**config.mk**
```make
export PLATFORM = sky130hd
export DESIGN_NAME = control
export DESIGN_NICKNAME = d
export VERILOG_FILES = /design/src/rtl/control.sv
export SDC_FILE = /design/constraint.sdc
export NUM_CORES = 1
export LEC_CHECK = 0
export BUFFER_PORTS_ARGS = -buffer_cell sky130_fd_sc_hd__buf_2
export CAP_MARGIN = 20
export CORE_ASPECT_RATIO = 0.8
export CORE_MARGIN = 1
export CORE_UTILIZATION = 34
export DETAILED_ROUTE_END_ITERATION = 10
export PLACE_DENSITY = 0.78
export SKIP_LAST_GASP = 1
export SLEW_MARGIN = 20
export SYNTH_ARGS = -nofsm -noshare
export SYNTH_HDL_FRONTEND = slang
export SYNTH_SLANG_ARGS = --single-unit
```
**constraint.sdc**
```tcl
create_clock -name clk -period 1.75 [get_ports clk]
set_input_delay 0.175 -clock clk [delete_from_list [all_inputs] [get_ports clk]]
set_output_delay 0.175 -clock clk [all_outputs]
set_load 0.01 [all_outputs]
```
**src/rtl/control.sv**
```systemverilog
// -----------------------------------------------------------------------------
// control -- single-cycle MIPS-subset instruction decoder
//
// Splits the current instruction into register addresses, immediate, shift
// amount and jump target. It also produces the ALU controls and the
// write/jump/branch strobes for a single-cycle datapath. Decode is purely
// combinational. The only state is a sticky flag that records when an
// unsupported instruction has been seen.
//
// Ports:
//   reg_write   out  1   register-file write enable
//   alu_src     out  2   ALU B-operand select (ALU_SRC_*)
//   alu_op      out  3   ALU operation (OP_*)
//   addr_a      out  5   register-file read port A address
//   addr_b      out  5   register-file read port B address
//   addr_in     out  5   register-file write address
//   shamt       out  5   shift amount (non-zero only for sll/srl)
//   imm16       out  16  raw immediate, instruction[15:0]
//   addr26      out  26  jump target, instruction[25:0]
//   is_jump     out  1   unconditional jump (j, jr)
//   is_branch   out  1   conditional branch (beq, bne)
//   instruction in   32  current instruction
//   clk         in   1   clock, used only by bad_instr
//   reset       in   1   asynchronous active-high reset
//   bad_instr   out  1   sticky: an unsupported instruction was decoded
// -----------------------------------------------------------------------------
module control (
   output logic        reg_write,
   output logic [1:0]  alu_src,
   output logic [2:0]  alu_op,
   output logic [4:0]  addr_a,
   output logic [4:0]  addr_b,
   output logic [4:0]  addr_in,
   output logic [4:0]  shamt,
   output logic [15:0] imm16,
   output logic [25:0] addr26,
   output logic        is_jump,
   output logic        is_branch,
   input  logic [31:0] instruction,
   input  logic        clk,
   input  logic        reset,
   output logic        bad_instr
);

   // ALU B-operand select encodings
   localparam logic [1:0] ALU_SRC_REG_B      = 2'd0;
   localparam logic [1:0] ALU_SRC_SEXT_IMM16 = 2'd1;
   localparam logic [1:0] ALU_SRC_ZEXT_IMM16 = 2'd2;
   localparam logic [1:0] ALU_SRC_SHAMT      = 2'd3;

   // ALU operation encodings
   localparam logic [2:0] OP_ADD = 3'd0;
   localparam logic [2:0] OP_SUB = 3'd1;
   localparam logic [2:0] OP_AND = 3'd2;
   localparam logic [2:0] OP_OR  = 3'd3;
   localparam logic [2:0] OP_NOR = 3'd4;
   localparam logic [2:0] OP_SLT = 3'd5;
   localparam logic [2:0] OP_SLL = 3'd6;
   localparam logic [2:0] OP_SRL = 3'd7;

   logic [5:0] op;
   logic [4:0] rs;
   logic [4:0] rt;
   logic [4:0] rd;
   logic [4:0] sa;
   logic [5:0] funct;

   assign op    = instruction[31:26];
   assign rs    = instruction[25:21];
   assign rt    = instruction[20:16];
   assign rd    = instruction[15:11];
   assign sa    = instruction[10:6];
   assign funct = instruction[5:0];

   assign imm16  = instruction[15:0];
   assign addr26 = instruction[25:0];

   // Ungated strobes; reset masking is applied afterwards.
   logic reg_write_raw;
   logic is_jump_raw;
   logic is_branch_raw;
   logic unsupported;

   always_comb begin
      reg_write_raw = 1'b0;
      is_jump_raw   = 1'b0;
      is_branch_raw = 1'b0;
      alu_op        = OP_ADD;
      alu_src       = ALU_SRC_REG_B;
      addr_a        = rs;
      addr_b        = rt;
      addr_in       = rd;
      shamt         = 5'd0;
      unsupported   = 1'b0;

      case (op)
         6'h00: begin
            case (funct)
               6'h20: begin reg_write_raw = 1'b1; alu_op = OP_ADD; end
               6'h22: begin reg_write_raw = 1'b1; alu_op = OP_SUB; end
               6'h24: begin reg_write_raw = 1'b1; alu_op = OP_AND; end
               6'h25: begin reg_write_raw = 1'b1; alu_op = OP_OR;  end
               6'h27: begin reg_write_raw = 1'b1; alu_op = OP_NOR; end
               6'h2A: begin reg_write_raw = 1'b1; alu_op = OP_SLT; end
               // Shifts take the shifted operand (rt) on port A.
               6'h00, 6'h02: begin
                  reg_write_raw = 1'b1;
                  alu_op        = (funct == 6'h00) ? OP_SLL : OP_SRL;
                  alu_src       = ALU_SRC_SHAMT;
                  addr_a        = rt;
                  shamt         = sa;
               end
               6'h08: is_jump_raw = 1'b1;  // jr: target comes from rs on port A
               default: unsupported = 1'b1;
            endcase
         end
         6'h08: begin reg_write_raw = 1'b1; addr_in = rt; alu_op = OP_ADD; alu_src = ALU_SRC_SEXT_IMM16; end
         6'h0C: begin reg_write_raw = 1'b1; addr_in = rt; alu_op = OP_AND; alu_src = ALU_SRC_ZEXT_IMM16; end
         6'h0D: begin reg_write_raw = 1'b1; addr_in = rt; alu_op = OP_OR;  alu_src = ALU_SRC_ZEXT_IMM16; end
         6'h0A: begin reg_write_raw = 1'b1; addr_in = rt; alu_op = OP_SLT; alu_src = ALU_SRC_SEXT_IMM16; end
         6'h04, 6'h05: begin
            is_branch_raw = 1'b1;
            alu_op        = OP_SUB;
         end
         6'h02: is_jump_raw = 1'b1;
         default: unsupported = 1'b1;
      endcase
   end

   // Strobes are held low during reset so no architectural state changes;
   // the field outputs keep decoding.
   assign reg_write = reg_write_raw & ~reset;
   assign is_jump   = is_jump_raw   & ~reset;
   assign is_branch = is_branch_raw & ~reset;

   always_ff @(posedge clk or posedge reset) begin
      if (reset)
         bad_instr <= 1'b0;
      else if (unsupported)
         bad_instr <= 1'b1;
   end

endmodule

```
Word-level counts from Yosys, hierarchy flattened
Index checks and enable logic that the tools add are counted.
{"block": "op_classes", "n_eq_ne": 15, "n_mux": 17, "bitwise_logic": 4, "n_reduce_logical": 10}
{"cell": "equality test 6 bit, second input constant", "n": 6}
{"cell": "equality test 6 x 4 -> 1 bit, second input constant", "n": 5}
{"cell": "two-way mux 5 bit", "n": 5}
{"cell": "one-hot mux 3 bit (6 select lines)", "n": 1}
{"cell": "one-hot mux 3 bit (5 select lines)", "n": 1}
{"cell": "equality test 6 x 2 -> 1 bit, second input constant", "n": 2}
{"cell": "equality test 6 x 3 -> 1 bit, second input constant", "n": 2}
{"cell": "logical NOT 6 bit", "n": 2}
{"cell": "OR reduction 9 bit", "n": 1}
{"cell": "OR reduction 2 bit", "n": 4}
{"cell": "OR reduction 8 bit", "n": 1}
{"cell": "OR reduction 7 bit", "n": 1}
{"cell": "one-hot mux 1 bit (2 select lines)", "n": 3}
{"cell": "one-hot mux 2 bit (3 select lines)", "n": 1}
{"cell": "two-way mux 1 bit", "n": 5}
{"cell": "OR reduction 4 bit", "n": 1}
{"cell": "AND 1 bit", "n": 3}
{"cell": "two-way mux 2 bit", "n": 1}
{"cell": "inverter 1 bit", "n": 1}
{"block": "totals", "regBits": 1, "output_inout_bits": 71}

Depth between registers and ports, before layout
{"block": "depth", "depth_word": 5, "ltp_mapped": 6, "depth_no_buf": 4}

Worst setup path after synthesis
No wires, ideal clock.
{"block": "synth_path", "kind": "input-to-output", "startpoint": "in instruction[27]", "endpoint": "out addr_a[0]", "arrival_ns": 1.489, "t_required_ns": 1.575, "setup_slack_ns": 0.086, "cell_stages": 5, "path_buffers": 1, "cell_sequence": "or3_4 -> nand2b_4 -> or3_1 -> buf_6 -> mux2_4"}
{"block": "synth_between", "elab_chain_cells": 2}
{"item": "start: declaration", "line_no": "39", "source": "input logic [31:0] instruction,"}
{"item": "logical NOT 6 bit", "line_no": "96", "source": "case (op)"}
{"item": "two-way mux 5 bit", "line_no": "96"}
{"item": "end: declaration", "line_no": "31", "source": "output logic [4:0] addr_a,"}
Every way passes these cells.

Final worst setup path
{"block": "layout_path", "startpoint": "in instruction[27]", "endpoint": "out addr_a[3]"}
The elaborated chain is that of the path after synthesis.

==> impl_metrics.env <==
export IMPL_run_status="complete, but fails checks"
export IMPL_violations="setup timing"
export IMPL_ys_seq_area_share_pct=2.70
export IMPL_crit_path_end_kind="primary output"
export IMPL_crit_chain="buf_8, or3_4, nand2b_4, or3_4, mux2_4, buf_6"
export IMPL_dieHeight_um=48.7
export IMPL_layout_drive_gt1_share_pct=75.5
export IMPL_clk_latency_ns=0
export IMPL_routedWlPerCell_um=11.8
export IMPL_dp_cells=227
export IMPL_drt_iter0_markers=20
export IMPL_rsz0062_at_grt="yes"
export IMPL_synth_area_leaders="buf_4, mux2_4, and2_1, nor4b_1, dfrtp_1"
export IMPL_critPathTopFamily="simple AND/OR/NAND/NOR gates"
export IMPL_worst_path_most_repeated_cell="or3_4"
export IMPL_cp_start_kind="primary input"
export IMPL_detailed_place_hpwl_um=2100
export IMPL_powerDensity_nw_per_um2=231
export IMPL_synth_seq_cells=1
export IMPL_grt_max_degree=12
export IMPL_layoutNonFillerInstCount=228
export IMPL_syn_inst=118
export IMPL_num_rows=16
export IMPL_grt_pass1_vias=896
export IMPL_setup_viol=10
export IMPL_yosysWarningCount=0
export IMPL_syn_to_final_growth_pct=50.7
export IMPL_worst_endpoint_arrival_ns=1.67
export IMPL_fin_skew_ns=0
export IMPL_largest_register_ffs=1
export IMPL_n_fill_cell=254
export IMPL_fin_tns_setup_ns=-0.545
export IMPL_grt_usage_pct=16.4
export IMPL_async_reset_ff_share_pct=100
export IMPL_syn_avg_cell_area_um2=7.85
export IMPL_worst_slew_pin_slew_ns=0.351
export IMPL_crit_required_ns=1.57
export IMPL_drtPass1Iterations=4
export IMPL_r2r_cells=3
export IMPL_ir_worst_vdd_uv=83.1
export IMPL_place_area_um2=1260
export IMPL_setup_ws_ns=-0.0913
export IMPL_synth_commonest_cells="buf_4, mux2_4, and2_1, nand2_1, nor2_1"
export IMPL_start_util_pct=36.7
export IMPL_fmax_ghz=0.543
export IMPL_synth_cell_types=35
export IMPL_crit_buf_inv=2
export IMPL_netlist_area_um2=926
export IMPL_die_w_um=60.3
export IMPL_gp_congestion=0.870
export IMPL_top_register="bad_instr"
export IMPL_synth_top_flop_cell="dfrtp_1"
export IMPL_top_regs="bad_instr x1"
export IMPL_slew_headroom_pct=76.4
export IMPL_io_buffers=104
export IMPL_antenna_left=0
export IMPL_yosys_area_top_type="buf_4"
export IMPL_io_pins=105
export IMPL_syn_nets=152
export IMPL_crit_type="primary input to primary output"
export IMPL_die_area_um2=2940
export IMPL_leakage_nw=0.794
export IMPL_placeableCoreArea_um2=2520
export IMPL_finalMaxSlewViolations=0
export IMPL_crit_fanout=6
export IMPL_hold_viol=0
export IMPL_drc_errors=0
export IMPL_fin_crit_sh_pct=105
export IMPL_synth_top_area_share_pct=38.1
export IMPL_max_stage_delay_ns=0.41
export IMPL_antenna_cells=0
export IMPL_antenna_found_initial=0
export IMPL_cts_hold_buf=0
export IMPL_hold_path_class="primary input to asynchronous set/reset pin"
export IMPL_fin_crit_ns=1.84
export IMPL_vias=1056
export IMPL_grt_first_pass_wirelength_um=3880
export IMPL_crit_cells=6
export IMPL_stdcell_area_um2=1400
export IMPL_cts_clk_slew_worst_paths_ns=0
export IMPL_cap_violations=0
export IMPL_nets=228
export IMPL_crit_slowest_cell="or3_4"
export IMPL_vias_per_cell=4.63
export IMPL_finalWirelength_um=2680
export IMPL_synth_most_common_cell="buf_4"
export IMPL_synth_edf_count=0
export IMPL_grt_ovfl_total=0
==> stage by stage <==
stage / setup slack (ns) / total power (W) / hold slack, ns / utilization, %
detailed placement: -0.232 / 0.000290 / 0.0634 / 50.0
global placement: -0.220 / 0.000287 / 0.0627 / 50.0
floorplan: 0.0861 / 0.000204 / -0.0877 / -
finish: -0.0913 / 0.000322 / 0.0673 / 55.3
CTS: -0.0928 / 0.000317 / 0.0682 / 54.4
global route: -0.135 / 0.000347 / 0.0837 / 55.3
==> cell families after synthesis <==
kind of cell           synth area share, %
AO/OA/AOI/OAI                         7.97
buffers and inverters                 40.7
flip-flops                            2.70
multiplexers                          17.8
AND/OR/NAND/NOR                       30.8
==> metal layers <==
layer	up-vias	global-route usage, %	part of all wire (%)
met4	0	0	0
met2	61	31.9	53
met3	0	0.535	8.1
met1	482	20.5	39
li1	513	-	-
met5	-	0	0
==> where the power goes <==
group	internal, W	switching (W)
logic	0.000158	0.000141
clock network	0	0
registers	0.0000235	0
total	0.000182	0.000141
==> repair_timing <==
item | CTS | global route
gates cloned | 0 | 0
setup endpoints to repair | 14 | 19
resized for setup | 20 | 6
buffers inserted | 1 | 1
pin swaps | 1 | 0
==> layout make-up <==
| cell class | instances | area (um^2) | area share [%] |
|---|---|---|---|
| inverter | 1 | 3.75 | 0.269 |
| sequential | 1 | 25.0 | 1.79 |
| timing repair buffer | 124 | 763 | 54.7 |
| tap | 36 | 45.0 | 3.23 |
| multi-input combinational | 66 | 558 | 40.0 |
==> final timing paths <==
kind,start,end,slack [ns]
hold reg to reg,bad_instr,bad_instr,0.61
min in group clk,instruction[25],addr26[25],0.55
setup / recovery,instruction[27],addr_a[3],-0.09
hold / removal,reset,bad_instr,0.07
setup reg to reg,bad_instr,bad_instr,0.61
max in group asynchronous,reset,bad_instr,1.58
==> worst register-to-register path: stages, from the launching register on <==
cell	delay [ns]
dfrtp_1	0.35
nor4_1	0.37
nand2b_1	0.11
o21a_1	0.18
==> placed cells by master (no fill, tap or decap), types with 2 or more instances in the layout <==
| master | instances |
|---|---|
| nor2b_1 | 2 |
| a21oi_1 | 3 |
| mux2_4 | 11 |
| buf_8 | 2 |
| nor4b_2 | 2 |
| buf_2 | 91 |
| or3_4 | 3 |
| buf_4 | 19 |
| nand2_1 | 4 |
| nor3_1 | 4 |
| nor2_1 | 5 |
| and2_1 | 5 |
| or3_1 | 2 |
| nand2b_1 | 4 |
| buf_6 | 12 |
No activity file was read; power rests on OpenSTA's default activity.
